--- src/rtl/mem_req_arbiter_pkg.sv ---
// Shared types and constants for the two-master SRAM-like request arbiter.
// Round-robin arbitration is enabled by defining ARB_ROUND_ROBIN_EN.
package mem_req_arbiter_pkg;

   typedef enum logic [1:0] {
      IDLE   = 2'd0,
      LOCK_I = 2'd1,
      LOCK_D = 2'd2
   } arb_state_t;

   localparam logic SRC_INST = 1'b0;
   localparam logic SRC_DATA = 1'b1;

   localparam logic [1:0] SIZE_1B = 2'd0;
   localparam logic [1:0] SIZE_2B = 2'd1;
   localparam logic [1:0] SIZE_4B = 2'd2;

endpackage

--- src/rtl/mem_req_arbiter_order_fifo.sv ---
// 1-bit order queue recording which master owns each in-flight request.
// Depth must be a power of two so the pointers wrap naturally.
module arb_order_fifo #(
   parameter int DEPTH = 4
) (
   input  logic clk,
   input  logic reset,
   input  logic push,
   input  logic din,
   input  logic pop,
   output logic dout,
   output logic full,
   output logic empty
);

   localparam int AW = $clog2(DEPTH);
   localparam int CW = AW + 1;

   logic [DEPTH-1:0] mem;
   logic [AW-1:0]    wr_ptr;
   logic [AW-1:0]    rd_ptr;
   logic [CW-1:0]    count;
   logic             wr_en;
   logic             rd_en;

   assign full  = (count == CW'(DEPTH));
   assign empty = (count == '0);
   assign wr_en = push & ~full;
   assign rd_en = pop & ~empty;
   assign dout  = mem[rd_ptr];

   always_ff @(posedge clk) begin
      if (wr_en) mem[wr_ptr] <= din;
   end

   always_ff @(posedge clk) begin
      if (reset) begin
         wr_ptr <= '0;
         rd_ptr <= '0;
         count  <= '0;
      end else begin
         if (wr_en) wr_ptr <= wr_ptr + 1'b1;
         if (rd_en) rd_ptr <= rd_ptr + 1'b1;
         unique case ({wr_en, rd_en})
            2'b10:   count <= count + 1'b1;
            2'b01:   count <= count - 1'b1;
            default: ;
         endcase
      end
   end

endmodule

--- src/rtl/mem_req_arbiter.sv ---
// Arbitrates inst/data SRAM-like masters onto one downstream port.
// Define ARB_ROUND_ROBIN_EN for round-robin instead of fixed data priority.
module mem_req_arbiter
   import mem_req_arbiter_pkg::*;
#(
   parameter int MAX_OUTSTANDING = 4
) (
   input  logic        clk,
   input  logic        reset,
   input  logic        inst_sram_req,
   input  logic        inst_sram_wr,
   input  logic [1:0]  inst_sram_size,
   input  logic [3:0]  inst_sram_wstrb,
   input  logic [31:0] inst_sram_addr,
   input  logic [31:0] inst_sram_wdata,
   output logic        inst_sram_addr_ok,
   output logic        inst_sram_data_ok,
   output logic [31:0] inst_sram_rdata,
   input  logic        data_sram_req,
   input  logic        data_sram_wr,
   input  logic [1:0]  data_sram_size,
   input  logic [3:0]  data_sram_wstrb,
   input  logic [31:0] data_sram_addr,
   input  logic [31:0] data_sram_wdata,
   output logic        data_sram_addr_ok,
   output logic        data_sram_data_ok,
   output logic [31:0] data_sram_rdata,
   output logic        mem_req,
   output logic        mem_wr,
   output logic [1:0]  mem_size,
   output logic [3:0]  mem_wstrb,
   output logic [31:0] mem_addr,
   output logic [31:0] mem_wdata,
   input  logic        mem_addr_ok,
   input  logic        mem_data_ok,
   input  logic [31:0] mem_rdata
);

   arb_state_t state;
   logic       pick;
   logic       grant;
   logic       gnt_req;
   logic       hs;
   logic       pop;
   logic       head;
   logic       full;
   logic       empty;

`ifdef ARB_ROUND_ROBIN_EN
   logic prio;

   always_comb begin
      pick = SRC_INST;
      if (data_sram_req & inst_sram_req) pick = prio;
      else if (data_sram_req)            pick = SRC_DATA;
   end

   // Favour whichever master lost the most recent handshake.
   always_ff @(posedge clk) begin
      if (reset)   prio <= SRC_DATA;
      else if (hs) prio <= ~grant;
   end
`else
   always_comb begin
      pick = SRC_INST;
      if (data_sram_req) pick = SRC_DATA;
   end
`endif

   always_comb begin
      grant = pick;
      unique case (state)
         LOCK_I:  grant = SRC_INST;
         LOCK_D:  grant = SRC_DATA;
         default: grant = pick;
      endcase
   end

   assign gnt_req = (grant == SRC_DATA) ? data_sram_req : inst_sram_req;
   assign mem_req = gnt_req & ~full & ~reset;
   assign hs      = mem_req & mem_addr_ok;

   assign mem_wr    = (grant == SRC_DATA) ? data_sram_wr    : inst_sram_wr;
   assign mem_size  = (grant == SRC_DATA) ? data_sram_size  : inst_sram_size;
   assign mem_wstrb = (grant == SRC_DATA) ? data_sram_wstrb : inst_sram_wstrb;
   assign mem_addr  = (grant == SRC_DATA) ? data_sram_addr  : inst_sram_addr;
   assign mem_wdata = (grant == SRC_DATA) ? data_sram_wdata : inst_sram_wdata;

   assign inst_sram_addr_ok = hs & (grant == SRC_INST);
   assign data_sram_addr_ok = hs & (grant == SRC_DATA);

   assign pop = mem_data_ok & ~empty & ~reset;

   assign inst_sram_data_ok = pop & (head == SRC_INST);
   assign data_sram_data_ok = pop & (head == SRC_DATA);
   assign inst_sram_rdata   = mem_rdata;
   assign data_sram_rdata   = mem_rdata;

   always_ff @(posedge clk) begin
      if (reset) begin
         state <= IDLE;
      end else begin
         unique case (state)
            IDLE: begin
               if (mem_req & ~mem_addr_ok)
                  state <= (grant == SRC_DATA) ? LOCK_D : LOCK_I;
            end
            LOCK_I, LOCK_D: begin
               if (hs | ~gnt_req) state <= IDLE;
            end
            default: state <= IDLE;
         endcase
      end
   end

   arb_order_fifo #(
      .DEPTH(MAX_OUTSTANDING)
   ) u_order_fifo (
      .clk   (clk),
      .reset (reset),
      .push  (hs),
      .din   (grant),
      .pop   (pop),
      .dout  (head),
      .full  (full),
      .empty (empty)
   );

endmodule

--- config.mk ---
export PLATFORM = sky130hd
export DESIGN_NAME = mem_req_arbiter
export DESIGN_NICKNAME = d
export VERILOG_FILES = /design/src/rtl/mem_req_arbiter_pkg.sv /design/src/rtl/mem_req_arbiter_order_fifo.sv /design/src/rtl/mem_req_arbiter.sv
export SDC_FILE = /design/constraint.sdc
export NUM_CORES = 1
export LEC_CHECK = 0
export ABC_AREA = 0
export ABC_CLOCK_PERIOD_IN_PS = 5250
export CAP_MARGIN = 5
export CORE_AREA = 2 2 123 125
export DETAILED_ROUTE_END_ITERATION = 8
export DIE_AREA = 0 0 125 127
export HOLD_SLACK_MARGIN = 0.1
export PLACE_DENSITY = 0.58
export SLEW_MARGIN = 20
export SYNTH_ARGS = -nofsm -noshare
export SYNTH_HDL_FRONTEND = slang
export SYNTH_SLANG_ARGS = --single-unit
export TNS_END_PERCENT = 10
--- constraint.sdc ---
create_clock -name clk -period 5.25 [get_ports clk]
set_input_delay 0.525 -clock clk [delete_from_list [all_inputs] [get_ports clk]]
set_output_delay 0.525 -clock clk [all_outputs]
set_load 0.03 [all_outputs]
Word level (Yosys, flattened, before mapping)
Cells that the tools add are included.

Flip-flop bits (word level): 13. Input port bits: 180. Output and inout bits: 140. Logic and storage cells: 63.

$add $sub $neg: 4. Magnitude comparators: 3. Eq/ne operators: 7. Mux-type cells: 18. Bitwise gates (word level): 20. Reduce and logical (&&, ||, !) cells: 6.

Operators by type and width (number): 32-bit two-way mux (2); 1-bit bitwise AND (12); 2-bit two-way mux (4); 1-bit inverter (7); 2-bit by 3-bit < comparator with 1-bit output, second input constant (2); 3-bit one-hot mux with 2 select lines (1); 1-bit two-way mux (5); 2-bit by 1-bit adder with 2-bit output, second input constant (2); 4-bit bitwise mux (1); 2-bit by 1-bit == test with 1-bit output, second input constant (2); 2-bit == test, second input constant (2); 4-bit two-way mux (1); 2-bit != test, second input constant (2); 2-bit one-hot mux with 2 select lines (1); 3-bit by 1-bit adder with 3-bit output, second input constant (1); 3-bit == test, second input constant (1); 3-bit logical NOT (1); 3-bit by 1-bit subtractor with 3-bit output, second input constant (1); 1-bit binary-select mux with 2-bit select (1); 1-bit demux with 2-bit select (1); 2-bit by 1-bit greater-or-equal comparator with 1-bit output, second input constant (1); 2-bit logical NOT (1); 1-bit one-hot mux with 2 select lines (1); 2-bit AND reduction (1); 4 further kinds (4).

Longest topological paths before layout
Word-level depth: 9. Gate-level depth with buffers: 12. Mapped depth without buffers: 12.

Cells and area by module
A second synthesis with hierarchy kept.

Cells, all modules: 376. Area, all modules: 2197.1 µm².

Modules (own cells, without submodules): mem_req_arbiter (instances 1, cells each 321, area an instance 1626.6 µm²); arb_order_fifo (instances 1, cells each 55, area an instance 570.5 µm²).

Least setup slack after synthesis
Ideal clock, no wire load.

Path kind: reg2reg. Start: register state[1]. End: register u_order_fifo.count[2]. Library setup time: 0.071 ns. Arrival time: 2.488 ns. Slack: 2.691 ns. Cell stages (with the launch flop): 13. Clock period less this slack: 2.559 ns. Cells stage by stage: dfxtp_1 -> inv_1 -> ha_1 -> or2b_1 -> o22ai_1 -> nor2_1 -> inv_1 -> ha_1 -> inv_1 -> fa_1 -> xor2_1 -> or3_1 -> a21oi_1.

Longest elaborated chain between the ends: 9. Elaborated cells between the ends (all ways): 12. Those cells by class: eq/ne (4); mux (3); bitwise (4); reduce/logical (1).

Ends and longest elaborated chain: start, declared (line mem_req_arbiter.sv:39) `arb_state_t state;`; start signal, assigned (line mem_req_arbiter.sv:106) `state <= (grant == SRC_DATA) ? LOCK_D : LOCK_I;`; 2-bit == test / 2-bit by 1-bit == test with 1-bit output (equally long branches) (line mem_req_arbiter.sv:72) `unique case (state)`; 1-bit one-hot mux with 2 select lines (*) (line mem_req_arbiter.sv:72); 1-bit two-way mux (*) (line mem_req_arbiter.sv:79) `assign gnt_req = (grant == SRC_DATA) ? data_sram_req : inst_sram_req;`; 1-bit bitwise AND (*) (2 in a row) (line mem_req_arbiter.sv:80) `assign mem_req = gnt_req & ~full & ~reset;`; 1-bit bitwise AND (*) (line mem_req_arbiter.sv:81) `assign hs = mem_req & mem_addr_ok;`; 1-bit bitwise AND (*) (line mem_req_arbiter_order_fifo.sv:28) `assign wr_en = push & ~full;`; 2-bit by 1-bit == test with 1-bit output / 2-bit == test (equally long branches) (line mem_req_arbiter_order_fifo.sv:44) `unique case ({wr_en, rd_en})`; 3-bit one-hot mux with 2 select lines / 2-bit nonzero test (equally long branches); end signal, assigned (line mem_req_arbiter_order_fifo.sv:45) `2'b10: count <= count + 1'b1;`; end signal, assigned (line mem_req_arbiter_order_fifo.sv:46) `2'b01: count <= count - 1'b1;`; end, declared (line mem_req_arbiter_order_fifo.sv:22) `logic [CW-1:0] count;`.

Every way passes the cells marked *; elsewhere a longest branch is shown, timed or not. A chain may end at the register's enable or synchronous reset.

Final worst setup path
Start: register state[1]. End: output mem_wstrb[0].

Longest elaborated chain between the ends: 3. Elaborated cells between the ends (all ways): 4. Those cells by class: eq/ne (2); mux (2).

Ends and longest elaborated chain: 2-bit == test / 2-bit by 1-bit == test with 1-bit output (equally long branches) (line mem_req_arbiter.sv:72); 1-bit one-hot mux with 2 select lines (*) (line mem_req_arbiter.sv:72); 4-bit two-way mux (*) (line mem_req_arbiter.sv:85) `assign mem_wstrb = (grant == SRC_DATA) ? data_sram_wstrb : inst_sram_wstrb;`; end, declared (line mem_req_arbiter.sv:31) `output logic [3:0] mem_wstrb,`.

Marked as above.

==> results.json <==
{
  "status": "completed",
  "max_clock_freq_mhz": 295,
  "worst_skew_pair.late_latency_ns": 0.24,
  "maxSlewHeadroom_pct": 62.3,
  "worst_ir_drop_vdd_uv": 90.4,
  "timing.final.crit_period_ns": 3.39,
  "seq_area_frac_synth_pct": 13.7,
  "critical_path.cell_chain": "inv_1 -> ha_1 -> mux2i_4 -> buf_4 -> mux2_2 -> clkdlybuf4s50_1",
  "cts_made_buffers": 3,
  "route.vias.total": 2197,
  "number_of_distinct_library_cells_after_synthesis": 36,
  "cts.sinks": 13,
  "p_int_uw": 516,
  "placeableCoreArea_um2": 14400,
  "htree_levels": 1,
  "drt-initial-drc-count": 58,
  "worst_setup_path_start_kind": "flip-flop",
  "boundaryPins": 320,
  "areaGrowthSynthToFinish_pct": 90.1,
  "max_cap_violations": 0,
  "power.switching_fraction_pct": 38.2,
  "hpwlAfterDp_mm": 9.89,
  "crit_buf_inv": 3,
  "placement.io_buffers": 223,
  "fillers": 1506,
  "worst-endpoint-arrival_ns": 2.87,
  "routabilityCongestion": 0.891,
  "floorplan.initialDensity_pct": 15.2,
  "worstPathMaxFanout": 44,
  "drt.antenna.violating_nets": 0,
  "postLayoutCellArea_um2": 4170,
  "drt_pre_antenna_iters": 4,
  "cp_slowest_cell": "sky130_fd_sc_hd__clkdlybuf4s50_1",
  "die-width_um": 125,
  "cts_max_path_buffers": 2,
  "number_of_global_route_vias_before_repair": 2285,
  "drive_above_1_share_pct": 20.6,
  "vias_per_cell": 3.87,
  "power_density_nw_per_um2": 200,
  "mappedNetlistNets": 414,
  "row_count": 44,
  "ys_seq_elements": 13,
  "grt_remaining_overflow": 0,
  "yosys_warnings": 0,
  "timing.setup.critical_path_class": "reg -> out",
  "cts_tree": "yes",
  "total_length_of_routed_wires_mm": 11.0,
  "worst_path_required_time_ns": 4.72,
  "critPathCaptureType": "output pin",
  "crit_path_max_incr_delay_ns": 0.64,
  "r2r_slack_ns": 2.39,
  "share_seq_of_total_power_pct": 13.9,
  "layout_worst_path_cycle_share_pct": 64.6,
  "finalSetupViolCount": 0,
  "wire_length_of_the_first_global_routing_pass_mm": 15.1,
  "power_frac_clock_pct": 16.9,
  "post_cts_resize_count": 0,
  "p_total_uw": 835,
  "die-height_um": 127,
  "timing.hold.worst.class": "reg -> reg",
  "post_dp_cell_area_um2": 4090,
  "fin_hold_ws_ns": 0.522,
  "synth_area_um2": 2190,
  "rsz0062_at_grt": "no",
  "power_leakage_nw": 1.53,
  "final-max-slew-violation-count": 0,
  "post-route-util_pct": 28.9,
  "maximum_number_of_pins_on_one_net_before_global_route_repair": 45,
  "die_area_um2": 15900,
  "comb_power_share_pct": 69.2,
  "antenna_found_initial": 1,
  "setup_total_negative_slack_ns": 0,
  "finish.net_count": 572,
  "number_of_buffers_inserted_to_repair_setup_after_cts": 0,
  "drc_errors": 0,
  "switching_power_uw": 318,
  "root_buffer": "sky130_fd_sc_hd__clkbuf_16",
  "timing.clock.skew_ns": 0.00178,
  "path_clk_slew_ns": 0.04,
  "path_delay_family": "buffers and inverters",
  "final_hold_violating_endpoints": 0,
  "grt_usage_pct": 12.5,
  "syn-mean-instance-area_um2": 9.71,
  "post_drt_wl_per_cell_um": 19.3,
  "timing_worst_slew_pin_value_ns": 0.566,
  "cts-hold-fix-buffers": 0,
  "synthesis.instances": 226
}
-- power by group through the flow --
stage               Clock, mW  Combinational (mW)  Sequential, mW
finish                  0.141               0.578           0.116
global placement            0               0.579           0.117
detailed placement          0               0.581           0.117
global route            0.149               0.606           0.117
floorplan                   0               0.409           0.116
CTS                     0.144               0.585           0.116
-- cells in the mapped netlist (all sizes together) --
cell	n	area [µm²]
a21boi	1	7.51
a21oi	4	20.0
a32oi	1	8.76
and2	1	6.26
and3	5	31.3
buf	64	480
clkbuf	8	100
dfxtp	9	180
edfxtp	4	120
fa	1	20.0
ha	7	87.6
inv	11	41.3
mux2	71	822
mux2i	1	22.5
mux4	1	22.5
nand2	1	3.75
nand3	3	15.0
nand4	1	6.26
nor2	10	37.5
nor2b	1	6.26
nor3	3	15.0
nor3b	2	15.0
nor4bb	1	10.0
o21ai	2	10.0
o22a	1	8.76
o22ai	1	6.26
o31ai	1	7.51
o32ai	2	17.5
or2b	1	7.51
or3	1	6.26
or3b	1	8.76
or4	1	7.51
xnor2	2	17.5
xor2	2	17.5
-- routing by layer --
layer | track usage (%) | vias up | share of wire [%] | wire length (µm)
li1 | - | 1042 | - | -
met3 | 3.22 | 4 | 7.8 | 856
met1 | 14.1 | 1003 | 38 | 4130
met2 | 24.2 | 148 | 54 | 5960
met4 | 1.57 | 0 | 0.091 | 10
met5 | 0 | - | 0 | 0
-- tightest hold or removal path, stage by stage (launching register included) --
cell and delay (ns):
sky130_fd_sc_hd__dfxtp_1 0.33, sky130_fd_sc_hd__o21ai_0 0.08, sky130_fd_sc_hd__a21oi_1 0.06
-- sequential cells by signal, summed over array words and instances (netlist names) --
name,flops
u_order_fifo.wr_ptr,2
state,2
u_order_fifo.count,3
u_order_fifo.rd_ptr,2
u_order_fifo.mem,4
-- placed cells by master, fill, tap and decap left out, drive strengths merged --
| cell type | synthesis | routed |
|---|---|---|
| diode | 0 | 1 |
| o21ai | 2 | 2 |
| nand2 | 1 | 1 |
| and3 | 5 | 5 |
| nand3 | 3 | 3 |
| or3b | 1 | 1 |
| buf | 64 | 2 |
| fa | 1 | 1 |
| clkbuf | 8 | 4 |
| nor3b | 2 | 2 |
| or2b | 1 | 1 |
| a21oi | 4 | 4 |
| o22a | 1 | 1 |
| nor2b | 1 | 1 |
| clkdlybuf4s50 | 0 | 223 |
| a32oi | 1 | 1 |
| inv | 11 | 11 |
| or4 | 1 | 1 |
| nand4 | 1 | 1 |
| a21boi | 1 | 1 |
| o32ai | 2 | 2 |
| nor2 | 10 | 10 |
| o22ai | 1 | 1 |
| or3 | 1 | 1 |
| ha | 7 | 7 |
| mux4 | 1 | 1 |
| xor2 | 2 | 2 |
| dfxtp | 9 | 9 |
| mux2i | 1 | 1 |
| and2 | 1 | 1 |
| mux2 | 71 | 71 |
| o31ai | 1 | 1 |
| nor3 | 3 | 3 |
| nor4bb | 1 | 1 |
| xnor2 | 2 | 2 |
| edfxtp | 4 | 4 |
-- kinds of logic after synthesis --
kind of cell               Yosys count  share of synthesized area (%)
adders and majority gates            8                           4.90
AOI/OAI and AO/OA                   13                           3.93
xor gates and xnor gates             4                           1.60
DFF                                 13                           13.7
buffers and inverters               83                           28.3
muxes                               73                           39.5
and+or+nand+nor                     32                           8.04
-- stage by stage --
stage | worst slack (ns) | cells
6_report | 1.86 | 568
3_3_place_gp | 1.89 | 563
2_1_floorplan | 2.69 | 226
5_1_grt | 1.67 | 568
3_5_place_dp | 1.87 | 563
4_1_cts | 1.81 | 567
-- layout make-up --
| cell class | instances | area [µm²] | share of cell area (%) |
|---|---|---|---|
| timing repair buffer | 225 | 2250 | 53.9 |
| multi-input combinational | 130 | 1270 | 30.5 |
| inverter | 11 | 41.3 | 0.990 |
| sequential | 13 | 300 | 7.20 |
| clock buffer | 4 | 78.8 | 1.89 |
| antenna | 1 | 2.50 | 0.0600 |
| tap | 184 | 230 | 5.52 |
-- worst paths after layout --
path              depth (start not counted)                     to             startpoint
setup / recovery                          6           mem_wstrb[0]               state[1]
hold / removal                            2  u_order_fifo.count[2]  u_order_fifo.count[2]
setup reg to reg                         12  u_order_fifo.count[2]               state[1]
hold reg to reg                           2  u_order_fifo.count[2]  u_order_fifo.count[2]
Power figures use the tool's default switching activity.
